<file path="src/rtl/unary_gate_detect_pkg.sv">
// Shared types and helpers for the gate detector family: FSM encoding,
// GPIO direction codes and the response-to-class mapping.
package gate_detect_pkg;

  typedef enum logic [2:0] {
    ST_IDLE   = 3'd0,
    ST_DRIVE  = 3'd1,
    ST_SETTLE = 3'd2,
    ST_SAMPLE = 3'd3,
    ST_DONE   = 3'd4
  } state_t;

  localparam logic DIR_IN  = 1'b0;
  localparam logic DIR_OUT = 1'b1;

  typedef enum logic [1:0] {
    CLS_NONE = 2'd0,
    CLS_NOT  = 2'd1,
    CLS_BUF  = 2'd2
  } cls_t;

  // resp[0] is the output seen with input 0, resp[1] with input 1.
  function automatic cls_t classify(input logic [1:0] resp);
    case (resp)
      2'b01:   return CLS_NOT;
      2'b10:   return CLS_BUF;
      default: return CLS_NONE;
    endcase
  endfunction

endpackage

</file>
<file path="src/rtl/unary_gate_detect_settle_timer.sv">
// Loadable down-counter that pulses expire during the last enabled cycle
// of a SETTLE_CYCLES-long wait.
module settle_timer #(
  parameter int SETTLE_CYCLES = 4,
  localparam int W = $clog2(SETTLE_CYCLES + 1)
) (
  input  logic clk,
  input  logic rst,
  input  logic load,
  input  logic en,
  output logic expire
);

  logic [W-1:0] count;

  // Load the full wait, then count down one step per enabled cycle.
  always_ff @(posedge clk or posedge rst) begin
    if (rst) begin
      count <= '0;
    end else if (load) begin
      count <= W'(SETTLE_CYCLES);
    end else if (en && count != '0) begin
      count <= count - W'(1);
    end
  end

  assign expire = en && (count == W'(1));

endmodule

</file>
<file path="src/rtl/unary_gate_detect.sv">
// Unary gate detector: drives pin 2k of each pair with 0 then 1, samples
// pin 2k+1 after a settle wait and classifies the pair as NOT/BUFFER/none.
module unary_gate_detect
  import gate_detect_pkg::*;
#(
  parameter int NPINS         = 12,
  parameter int SETTLE_CYCLES = 4,
  parameter int MIN_MATCH     = 3,
  localparam int PAIRS = NPINS / 2,
  localparam int CW    = $clog2(PAIRS + 1)
) (
  input  logic             clk,
  input  logic             rst,
  input  logic             start,
  input  logic             abort,
  input  logic [NPINS-1:0] pins_in,
  output logic [NPINS-1:0] pins_out,
  output logic [NPINS-1:0] pins_dir,
  output logic             busy,
  output logic             done,
  output logic [PAIRS-1:0] not_mask,
  output logic [PAIRS-1:0] buf_mask,
  output logic [CW-1:0]    not_cnt,
  output logic [CW-1:0]    buf_cnt,
  output logic             is_not,
  output logic             is_buf
);

  localparam int PW = (PAIRS > 1) ? $clog2(PAIRS) : 1;
  localparam logic [31:0] MIN_U = 32'(MIN_MATCH);

  state_t state_reg, state_next;
  logic [PW-1:0] pair_reg, pair_next;
  logic tv_reg, tv_next;
  logic resp0_reg, resp0_next;

  logic [NPINS-1:0] pins_out_next, pins_dir_next;
  logic busy_next, done_next;
  logic [PAIRS-1:0] not_mask_next, buf_mask_next;
  logic [CW-1:0] not_cnt_next, buf_cnt_next;
  logic is_not_next, is_buf_next;

  logic timer_load, timer_en, timer_expire;
  logic [PAIRS-1:0] pair_hot, hot_next, odd_in, even_in;
  logic resp_bit, drive_en, unused_even;
  cls_t cls;

  settle_timer #(.SETTLE_CYCLES(SETTLE_CYCLES)) u_timer (
    .clk    (clk),
    .rst    (rst),
    .load   (timer_load),
    .en     (timer_en),
    .expire (timer_expire)
  );

  assign pair_hot = PAIRS'(1) << pair_reg;
  assign hot_next = PAIRS'(1) << pair_next;
  assign resp_bit = |(odd_in & pair_hot);
  assign drive_en = (state_next == ST_DRIVE) || (state_next == ST_SETTLE) ||
                    (state_next == ST_SAMPLE);
  assign unused_even = ^even_in;

  // Per-pair pin split and drive pattern for the upcoming state.
  for (genvar gi = 0; gi < PAIRS; gi++) begin : g_pair
    assign odd_in[gi]             = pins_in[2*gi+1];
    assign even_in[gi]            = pins_in[2*gi];
    assign pins_dir_next[2*gi]    = (drive_en && hot_next[gi]) ? DIR_OUT : DIR_IN;
    assign pins_dir_next[2*gi+1]  = DIR_IN;
    assign pins_out_next[2*gi]    = drive_en && hot_next[gi] && tv_next;
    assign pins_out_next[2*gi+1]  = 1'b0;
  end

  // Next-state, result and status logic; abort overrides any busy state.
  always_comb begin
    state_next    = state_reg;
    pair_next     = pair_reg;
    tv_next       = tv_reg;
    resp0_next    = resp0_reg;
    busy_next     = busy;
    done_next     = done;
    not_mask_next = not_mask;
    buf_mask_next = buf_mask;
    not_cnt_next  = not_cnt;
    buf_cnt_next  = buf_cnt;
    is_not_next   = is_not;
    is_buf_next   = is_buf;
    timer_load    = 1'b0;
    timer_en      = 1'b0;
    cls           = CLS_NONE;

    case (state_reg)
      ST_IDLE, ST_DONE: begin
        if (start) begin
          not_mask_next = '0;
          buf_mask_next = '0;
          not_cnt_next  = '0;
          buf_cnt_next  = '0;
          is_not_next   = 1'b0;
          is_buf_next   = 1'b0;
          done_next     = 1'b0;
          busy_next     = 1'b1;
          pair_next     = '0;
          tv_next       = 1'b0;
          state_next    = ST_DRIVE;
        end
      end
      ST_DRIVE: begin
        timer_load = 1'b1;
        state_next = ST_SETTLE;
      end
      ST_SETTLE: begin
        timer_en = 1'b1;
        if (timer_expire) state_next = ST_SAMPLE;
      end
      ST_SAMPLE: begin
        if (!tv_reg) begin
          resp0_next = resp_bit;
          tv_next    = 1'b1;
          state_next = ST_DRIVE;
        end else begin
          cls = classify({resp_bit, resp0_reg});
          if (cls == CLS_NOT) begin
            not_mask_next = not_mask | pair_hot;
            not_cnt_next  = not_cnt + CW'(1);
          end else if (cls == CLS_BUF) begin
            buf_mask_next = buf_mask | pair_hot;
            buf_cnt_next  = buf_cnt + CW'(1);
          end
          if (pair_reg == PW'(PAIRS - 1)) begin
            busy_next   = 1'b0;
            done_next   = 1'b1;
            is_not_next = 32'(not_cnt_next) >= MIN_U;
            is_buf_next = 32'(buf_cnt_next) >= MIN_U;
            state_next  = ST_DONE;
          end else begin
            pair_next  = pair_reg + PW'(1);
            tv_next    = 1'b0;
            state_next = ST_DRIVE;
          end
        end
      end
      default: state_next = ST_IDLE;
    endcase

    if (abort && (state_reg == ST_DRIVE || state_reg == ST_SETTLE ||
                  state_reg == ST_SAMPLE)) begin
      state_next    = ST_IDLE;
      pair_next     = '0;
      tv_next       = 1'b0;
      resp0_next    = 1'b0;
      busy_next     = 1'b0;
      done_next     = 1'b0;
      not_mask_next = '0;
      buf_mask_next = '0;
      not_cnt_next  = '0;
      buf_cnt_next  = '0;
      is_not_next   = 1'b0;
      is_buf_next   = 1'b0;
    end
  end

  // State and registered outputs; reset releases the GPIO bus at once.
  always_ff @(posedge clk or posedge rst) begin
    if (rst) begin
      state_reg <= ST_IDLE;
      pair_reg  <= '0;
      tv_reg    <= 1'b0;
      resp0_reg <= 1'b0;
      pins_out  <= '0;
      pins_dir  <= {NPINS{DIR_IN}};
      busy      <= 1'b0;
      done      <= 1'b0;
      not_mask  <= '0;
      buf_mask  <= '0;
      not_cnt   <= '0;
      buf_cnt   <= '0;
      is_not    <= 1'b0;
      is_buf    <= 1'b0;
    end else begin
      state_reg <= state_next;
      pair_reg  <= pair_next;
      tv_reg    <= tv_next;
      resp0_reg <= resp0_next;
      pins_out  <= pins_out_next;
      pins_dir  <= pins_dir_next;
      busy      <= busy_next;
      done      <= done_next;
      not_mask  <= not_mask_next;
      buf_mask  <= buf_mask_next;
      not_cnt   <= not_cnt_next;
      buf_cnt   <= buf_cnt_next;
      is_not    <= is_not_next;
      is_buf    <= is_buf_next;
    end
  end

endmodule

</file>
<file path="config.mk">
export PLATFORM = sky130hd
export DESIGN_NAME = unary_gate_detect
export DESIGN_NICKNAME = d
export VERILOG_FILES = /design/src/rtl/unary_gate_detect_pkg.sv /design/src/rtl/unary_gate_detect_settle_timer.sv /design/src/rtl/unary_gate_detect.sv
export SDC_FILE = /design/constraint.sdc
export NUM_CORES = 1
export LEC_CHECK = 0
export ABC_AREA = 1
export ABC_CLOCK_PERIOD_IN_PS = 5160
export CELL_PAD_IN_SITES_DETAIL_PLACEMENT = 0
export CELL_PAD_IN_SITES_GLOBAL_PLACEMENT = 1
export CORE_MARGIN = 5
export CORE_UTILIZATION = 40
export DETAILED_ROUTE_END_ITERATION = 7
export DONT_BUFFER_PORTS = 1
export PLACE_DENSITY = 0.68
export REMOVE_ABC_BUFFERS = 1
export SLEW_MARGIN = 5
export SYNTH_ARGS = -nofsm -noshare
export SYNTH_HDL_FRONTEND = slang
export SYNTH_SLANG_ARGS = --single-unit
</file>
<file path="constraint.sdc">
create_clock -name clk -period 5.16 [get_ports clk]
set_clock_uncertainty 0.05 [all_clocks]
set_input_delay 1.032 -clock clk [delete_from_list [all_inputs] [get_ports clk]]
set_output_delay 1.032 -clock clk [all_outputs]
set_load 0.005 [all_outputs]
</file>
* Yosys cells after proc, flatten, opt, wreduce, memory -nomap -nowiden
Index checks and enable logic that the tools add are counted.
** Word-level totals
- Bits in registers :: 45
- Output and inout port bits :: 46
** Operators by class
- $lt $le $gt $ge :: 2
- Shifts and indexed selects :: 2
- Equal/unequal tests :: 20
- Add/sub/neg operators :: 4
- Bitwise gates (word level) :: 3
- Reduce and logical (&&, ||, !) cells :: 31
- Multiplexer cells :: 74
** Operators by type and width (number)
- 3-bit two-way mux :: 23
- 6-bit two-way mux :: 8
- 1-bit two-way mux :: 29
- 6-bit case mux with 2 select lines :: 2
- 3-bit case mux with 2 select lines :: 3
- 1-bit logical AND :: 15
- 3-bit by 2-bit inequality test with 1-bit output, second input constant :: 5
- 3-bit by 2-bit == test with 1-bit output, second input constant :: 4
- 6-bit OR :: 2
- 3-bit case mux with 4 select lines :: 1
- 1-bit by 3-bit << shifter with 6-bit output, first input constant :: 2
- 1-bit case mux with 2 select lines :: 5
- 3-bit by 1-bit adder with 3-bit output, second input constant :: 3
- 3-bit by 1-bit == test with 1-bit output, second input constant :: 3
- 4-bit AND reduction :: 2
- 6-bit AND :: 1
- 3-bit == test, second input constant :: 2
- 3-bit by 2-bit greater-or-equal comparator with 1-bit output, second input constant :: 2
- 3-bit nonzero test :: 2
- 6-bit OR reduction :: 1
- 5-bit AND reduction :: 1
- 2-bit by 1-bit == test with 1-bit output, second input constant :: 2
- 2-bit == test, second input constant :: 2
- 1-bit logical OR :: 4
- 10 further kinds :: 12

* Depth between registers and ports, before layout
- Depth in word-level cells :: 17
- Depth in mapped cells :: 14

* By module
A second synthesis with hierarchy kept.
** Unflattened totals
- Cell total of the unflattened synthesis :: 279
- Area total of the unflattened synthesis :: 2307.2 sq um
** By module, submodules not included
- unary_gate_detect :: instances 1, cells an instance 251, area an instance 2103.3 sq um
- settle_timer :: instances 1, cells an instance 28, area an instance 203.9 sq um

* Worst setup path before layout
OpenSTA, ideal clock, no wires.
- Path type :: in2reg
- Start point :: input pins_in[11]
- End point :: register is_buf
- Setup time :: 0.117 ns
- Stages :: 10
- Slack :: 3.172 ns
- Data arrival time :: 1.821 ns
- Buffers on the path :: 0
- Required time :: 4.993 ns
- Path through :: nand3_1 > nand2_1 > nor2_2 > nand2_1 > nand2_2 > nand2_1 > o21ai_1 > nand2_1 > nand2_1 > nand2_1
** On the way
- Cells in the longest elaborated chain, start to end :: 16
** RTL lines
- start: declaration :: line unary_gate_detect.sv:16 : input logic [NPINS-1:0] pins_in,
- 6-bit AND * :: line unary_gate_detect.sv:58 : assign resp_bit = |(odd_in & pair_hot);
- 6-bit OR reduction * :: line unary_gate_detect.sv:58
- 2-bit == test / 2-bit by 1-bit == test with 1-bit output (equally long branches) :: line unary_gate_detect_pkg.sv:24 : case (resp)
- 2-bit case mux with 2 select lines * :: line unary_gate_detect_pkg.sv:24
- 2-bit two-way mux * :: line unary_gate_detect.sv:116 : if (!tv_reg) begin
- 2-bit two-way mux * :: line unary_gate_detect.sv:91 : case (state_reg)
- 2-bit == test :: line unary_gate_detect.sv:125 : end else if (cls == CLS_BUF) begin
- 3-bit two-way mux :: line unary_gate_detect.sv:125
- 3-bit two-way mux * :: line unary_gate_detect.sv:122 : if (cls == CLS_NOT) begin
- 3-bit two-way mux * :: line unary_gate_detect.sv:116
- 3-bit two-way mux * :: line unary_gate_detect.sv:91
- 3-bit by 2-bit greater-or-equal comparator with 1-bit output * :: line unary_gate_detect.sv:133 : is_buf_next = 32'(buf_cnt_next) >= MIN_U;
- 1-bit two-way mux * :: line unary_gate_detect.sv:129 : if (pair_reg == PW'(PAIRS - 1)) begin
- 1-bit two-way mux * :: line unary_gate_detect.sv:116
- 1-bit case mux with 2 select lines * :: line unary_gate_detect.sv:91
- 1-bit two-way mux * :: line unary_gate_detect.sv:145 : if (abort && (state_reg == ST_DRIVE || state_reg == ST_SETTLE ||
- end signal: assignment :: line unary_gate_detect.sv:193 : is_buf <= is_buf_next;
- end: declaration :: line unary_gate_detect.sv:26 : output logic is_buf
Every way passes the cells marked *; elsewhere a longest branch is shown, timed or not. The select of a mux whose other input is x is not followed.
A chain may end at the register's enable or synchronous reset.

* Worst setup path after layout
- Start point :: register pair_reg[0]
- End point :: register is_buf
** On the way
- Cells in the longest elaborated chain, start to end :: 17
** RTL lines
- start: declaration :: line unary_gate_detect.sv:33 : logic [PW-1:0] pair_reg, pair_next;
- start signal: assignment :: line unary_gate_detect.sv:181 : pair_reg <= pair_next;
- 1-bit by 3-bit << shifter with 6-bit output :: line unary_gate_detect.sv:56 : assign pair_hot = PAIRS'(1) << pair_reg;
- 6-bit AND :: line unary_gate_detect.sv:58
- 6-bit OR reduction :: line unary_gate_detect.sv:58
- 2-bit == test / 2-bit by 1-bit == test with 1-bit output (equally long branches) :: line unary_gate_detect_pkg.sv:24
- 2-bit case mux with 2 select lines :: line unary_gate_detect_pkg.sv:24
- 2-bit two-way mux :: line unary_gate_detect.sv:116
- 2-bit two-way mux :: line unary_gate_detect.sv:91
- 2-bit == test :: line unary_gate_detect.sv:125
- 3-bit two-way mux :: line unary_gate_detect.sv:125
- 3-bit two-way mux :: line unary_gate_detect.sv:122
- 3-bit two-way mux :: line unary_gate_detect.sv:116
- 3-bit two-way mux :: line unary_gate_detect.sv:91
- 3-bit by 2-bit greater-or-equal comparator with 1-bit output :: line unary_gate_detect.sv:133
- 1-bit two-way mux :: line unary_gate_detect.sv:129
- 1-bit two-way mux :: line unary_gate_detect.sv:116
- 1-bit case mux with 2 select lines :: line unary_gate_detect.sv:91
- 1-bit two-way mux :: line unary_gate_detect.sv:145
Parallel ways exist; a longest one is shown, timed or not. The select of a mux whose other input is x is not followed.

==> flow_metrics.py <==
metrics = {
    "setup_path": {
        "crit_buf_inv": 1,
        "crit_family": "simple AND/OR/NAND/NOR gates",
        "cp-start-kind": "flip-flop",
        "critPathSlowestCell": "dfrtp_1",
        "crit_path_max_incr_delay_ns": 0.47,
        "worstPathRequired_ns": 5.30,
        "rrSetupSlack_ns": 3.15,
        "path_cells": "inv_1, ha_1, nand3_1, nand2_1, nor2_2, nand2_1, nand2_2, nand2_1, o21ai_1, nand2_1, nand2_1, nand2_1",
        "path_class": "reg2reg",
        "crit_fanout": 6,
        "crit_top_cell": "nand2_1",
        "end_kind": "flip-flop",
        "worst-endpoint-arrival_ns": 2.15,
    },
    "timing": {
        "fmax_ghz": 0.499,
        "period_needed_ns": 2.01,
        "rsz0062_at_grt": "false",
        "slew_viol_final": 0,
        "period_share_pct": 38.9,
        "hold_viol": 0,
        "setup_tns_ns": 0,
        "slew_headroom_pct": 38.2,
        "setup_violations": 0,
        "worst_slack_ns": 3.15,
        "tightest_slew_ns": 0.926,
    },
    "synthesis": {
        "syn_area_per_cell_um2": 8.80,
        "synth_seq_cells": 45,
        "synthDistinctLibCells": 34,
        "syn_inst": 270,
        "synth-warning-count": 0,
        "synth_area_um2": 2370,
        "seq_area_frac_synth_pct": 47.4,
    },
    "clock_tree": {
        "clk_latency_ns": 0.30,
        "numCtsBuffers": 5,
        "root_buffer": "clkbuf_8",
        "cts_setup_buffers": 0,
        "cts_tree": "built",
        "clkTransAtPathRegs_ns": 0.09,
        "clock_path_buffers": 2,
        "h-tree-depth": 2,
        "ctsHoldBuffers": 0,
        "cts_num_sinks": 45,
        "cts_resized": 0,
    },
    "route": {
        "detail_route.wl_per_cell_um": 14.1,
        "routed-via-count": 1679,
        "via_per_inst": 4.81,
        "drc": 0,
        "drt-initial-drc-count": 73,
        "routed_wl_um": 4910,
        "first_pass_iters": 4,
        "antenna_left": 0,
    },
    "place": {
        "gp_congestion": 0.713,
        "place_ws_ns": 2.97,
        "io_buffer_count": 0,
        "dpl.hpwl_um": 3580,
    },
    "finish": {
        "nFillCells": 593,
        "nNetsFinal": 299,
        "areaGrowthSynthToFinish_pct": 4.32,
        "drive_above_1_share_pct": 13.1,
        "diodes": 0,
    },
    "global_route": {
        "grt_max_degree": 46,
        "grt_pass1_vias": 1627,
        "grt_pass1_wl_um": 8110,
        "grt_usage_pct": 13.7,
        "antenna_found_initial": 0,
        "grt.overflow.total": 0,
    },
    "hold_path": {
        "hold_class": "reg2reg",
    },
    "floorplan": {
        "io_pins": 62,
        "dieHeight_um": 87.1,
        "die_x_um": 87.1,
        "fp.coreArea_um2": 5850,
        "start_util_pct": 40.6,
        "rows": 28,
        "dieArea_um2": 7580,
    },
    "job": {
        "drv_cap": 0,
    },
    "pwr": {
        "power.density_nw_per_um2": 417,
        "p_leak_uw": 0.00129,
        "peakVddDrop_v": 0.000200,
    },
    "outcome": {
        "status": "finished clean",
    },
}
==> worst min-delay path, delay by kind of cell, from the launching register on <==
kind / cells / cell delay [ns]
and+or+nand+nor: 2 / 0.11
DFF: 1 / 0.38
==> report_power, final <==
group / internal [uW] / switching (uW) / leakage, uW / total [uW]
logic: 101 / 267 / 0.000632 / 367
registers: 399 / 41.7 / 0.000615 / 441
clock network: 96.3 / 129 / 0.0000481 / 225
==> synth_stat cells <==
master     number  area, um2
a21o_1          1       7.51
a21oi_1         9       45.0
a31oi_1         6       37.5
buf_4          12       90.1
buf_6           3       33.8
conb_1          1       3.75
dfrtp_1        45       1130
ha_1           10        125
inv_1          36        135
inv_2           4       15.0
inv_4           1       6.26
nand2_1        58        218
nand2_2         2       12.5
nand2_4         2       22.5
nand3_1        21        105
nand3_2         2       20.0
nand3_4         2       35.0
nand4_1         2       12.5
nor2_1         16       60.1
nor2_2          4       25.0
nor2_4          2       22.5
nor2_8          1       20.0
nor3_1          7       35.0
nor3_2          2       20.0
o2111ai_1       1       8.76
o211ai_1        1       7.51
o211ai_2        1       12.5
o21ai_0         6       30.0
o21ai_1         4       20.0
o21ai_2         3       26.3
o22ai_1         2       12.5
or2_2           1       6.26
xnor2_1         1       8.76
xor2_1          1       8.76
==> stage by stage <==
stage / instances / total power (uW) / cell area [um2] / utilization, % / hold slack (ns)
3_3_place_gp: 341 / 815 / 2390 / 40.8 / 0.439
4_1_cts: 349 / 1040 / 2480 / 42.3 / 0.468
2_1_floorplan: 266 / 734 / 2290 / - / 0.415
3_5_place_dp: 341 / 817 / 2390 / 40.8 / 0.448
6_report: 349 / 1030 / 2480 / 42.3 / 0.463
5_1_grt: 349 / 1120 / 2480 / 42.3 / 0.480
==> logic make-up after synthesis <==
family | Yosys count | share of synthesized area, %
compound gates | 34 | 8.75
xor+xnor | 2 | 0.738
fa+ha+maj | 10 | 5.27
buf+inv | 56 | 11.8
flops | 45 | 47.4
other cells | 1 | 0.158
simple gates | 122 | 25.9
==> metal layers <==
layer	wire [um]	global-route usage [%]	vias up	part of all wire, %
li1	-	-	846	-
met1	2200	17.0	784	45
met2	2320	22.5	42	47
met3	337	5.01	7	6.9
met4	54	3.82	0	1.1
met5	0	0	-	0
==> placed cells by master, fill, tap and decap left out, drive strengths merged <==
master,count
o22ai,2
a21oi,9
ha,10
clkbuf,5
nor3,9
xor2,1
nand3,25
clkinv,3
nand2,62
nor2,23
inv,41
o21ai,13
xnor2,1
conb,12
o211ai,2
a21o,1
a31oi,6
o2111ai,1
nand4,2
dfrtp,45
or2,1
==> cell type report <==
cell class                      count  area (um2)  share of cell area [%]
Sequential cell                    45        1130                    45.5
Multi-Input combinational cell    180        1010                    40.8
Inverter                           41         156                    6.31
Tap cell                           75        93.8                    3.79
Clock buffer                        5        68.8                    2.78
Clock inverter                      3        22.5                   0.909
==> path summary, 6_finish.rpt <==
path / startpoint / cells after the start / end
setup / recovery: pair_reg[0]$_DFF_PP0_ / 12 / is_buf$_DFFE_PP0P_
hold / removal: busy$_DFFE_PP0P_ / 2 / busy$_DFFE_PP0P_
setup reg to reg: pair_reg[0]$_DFF_PP0_ / 12 / is_buf$_DFFE_PP0P_
hold reg to reg: busy$_DFFE_PP0P_ / 2 / busy$_DFFE_PP0P_
max in group asynchronous: rst / 1 / busy$_DFFE_PP0P_
min in group asynchronous: rst / 1 / buf_mask[5]$_DFFE_PP0P_
Power figures use the tool's default switching activity.
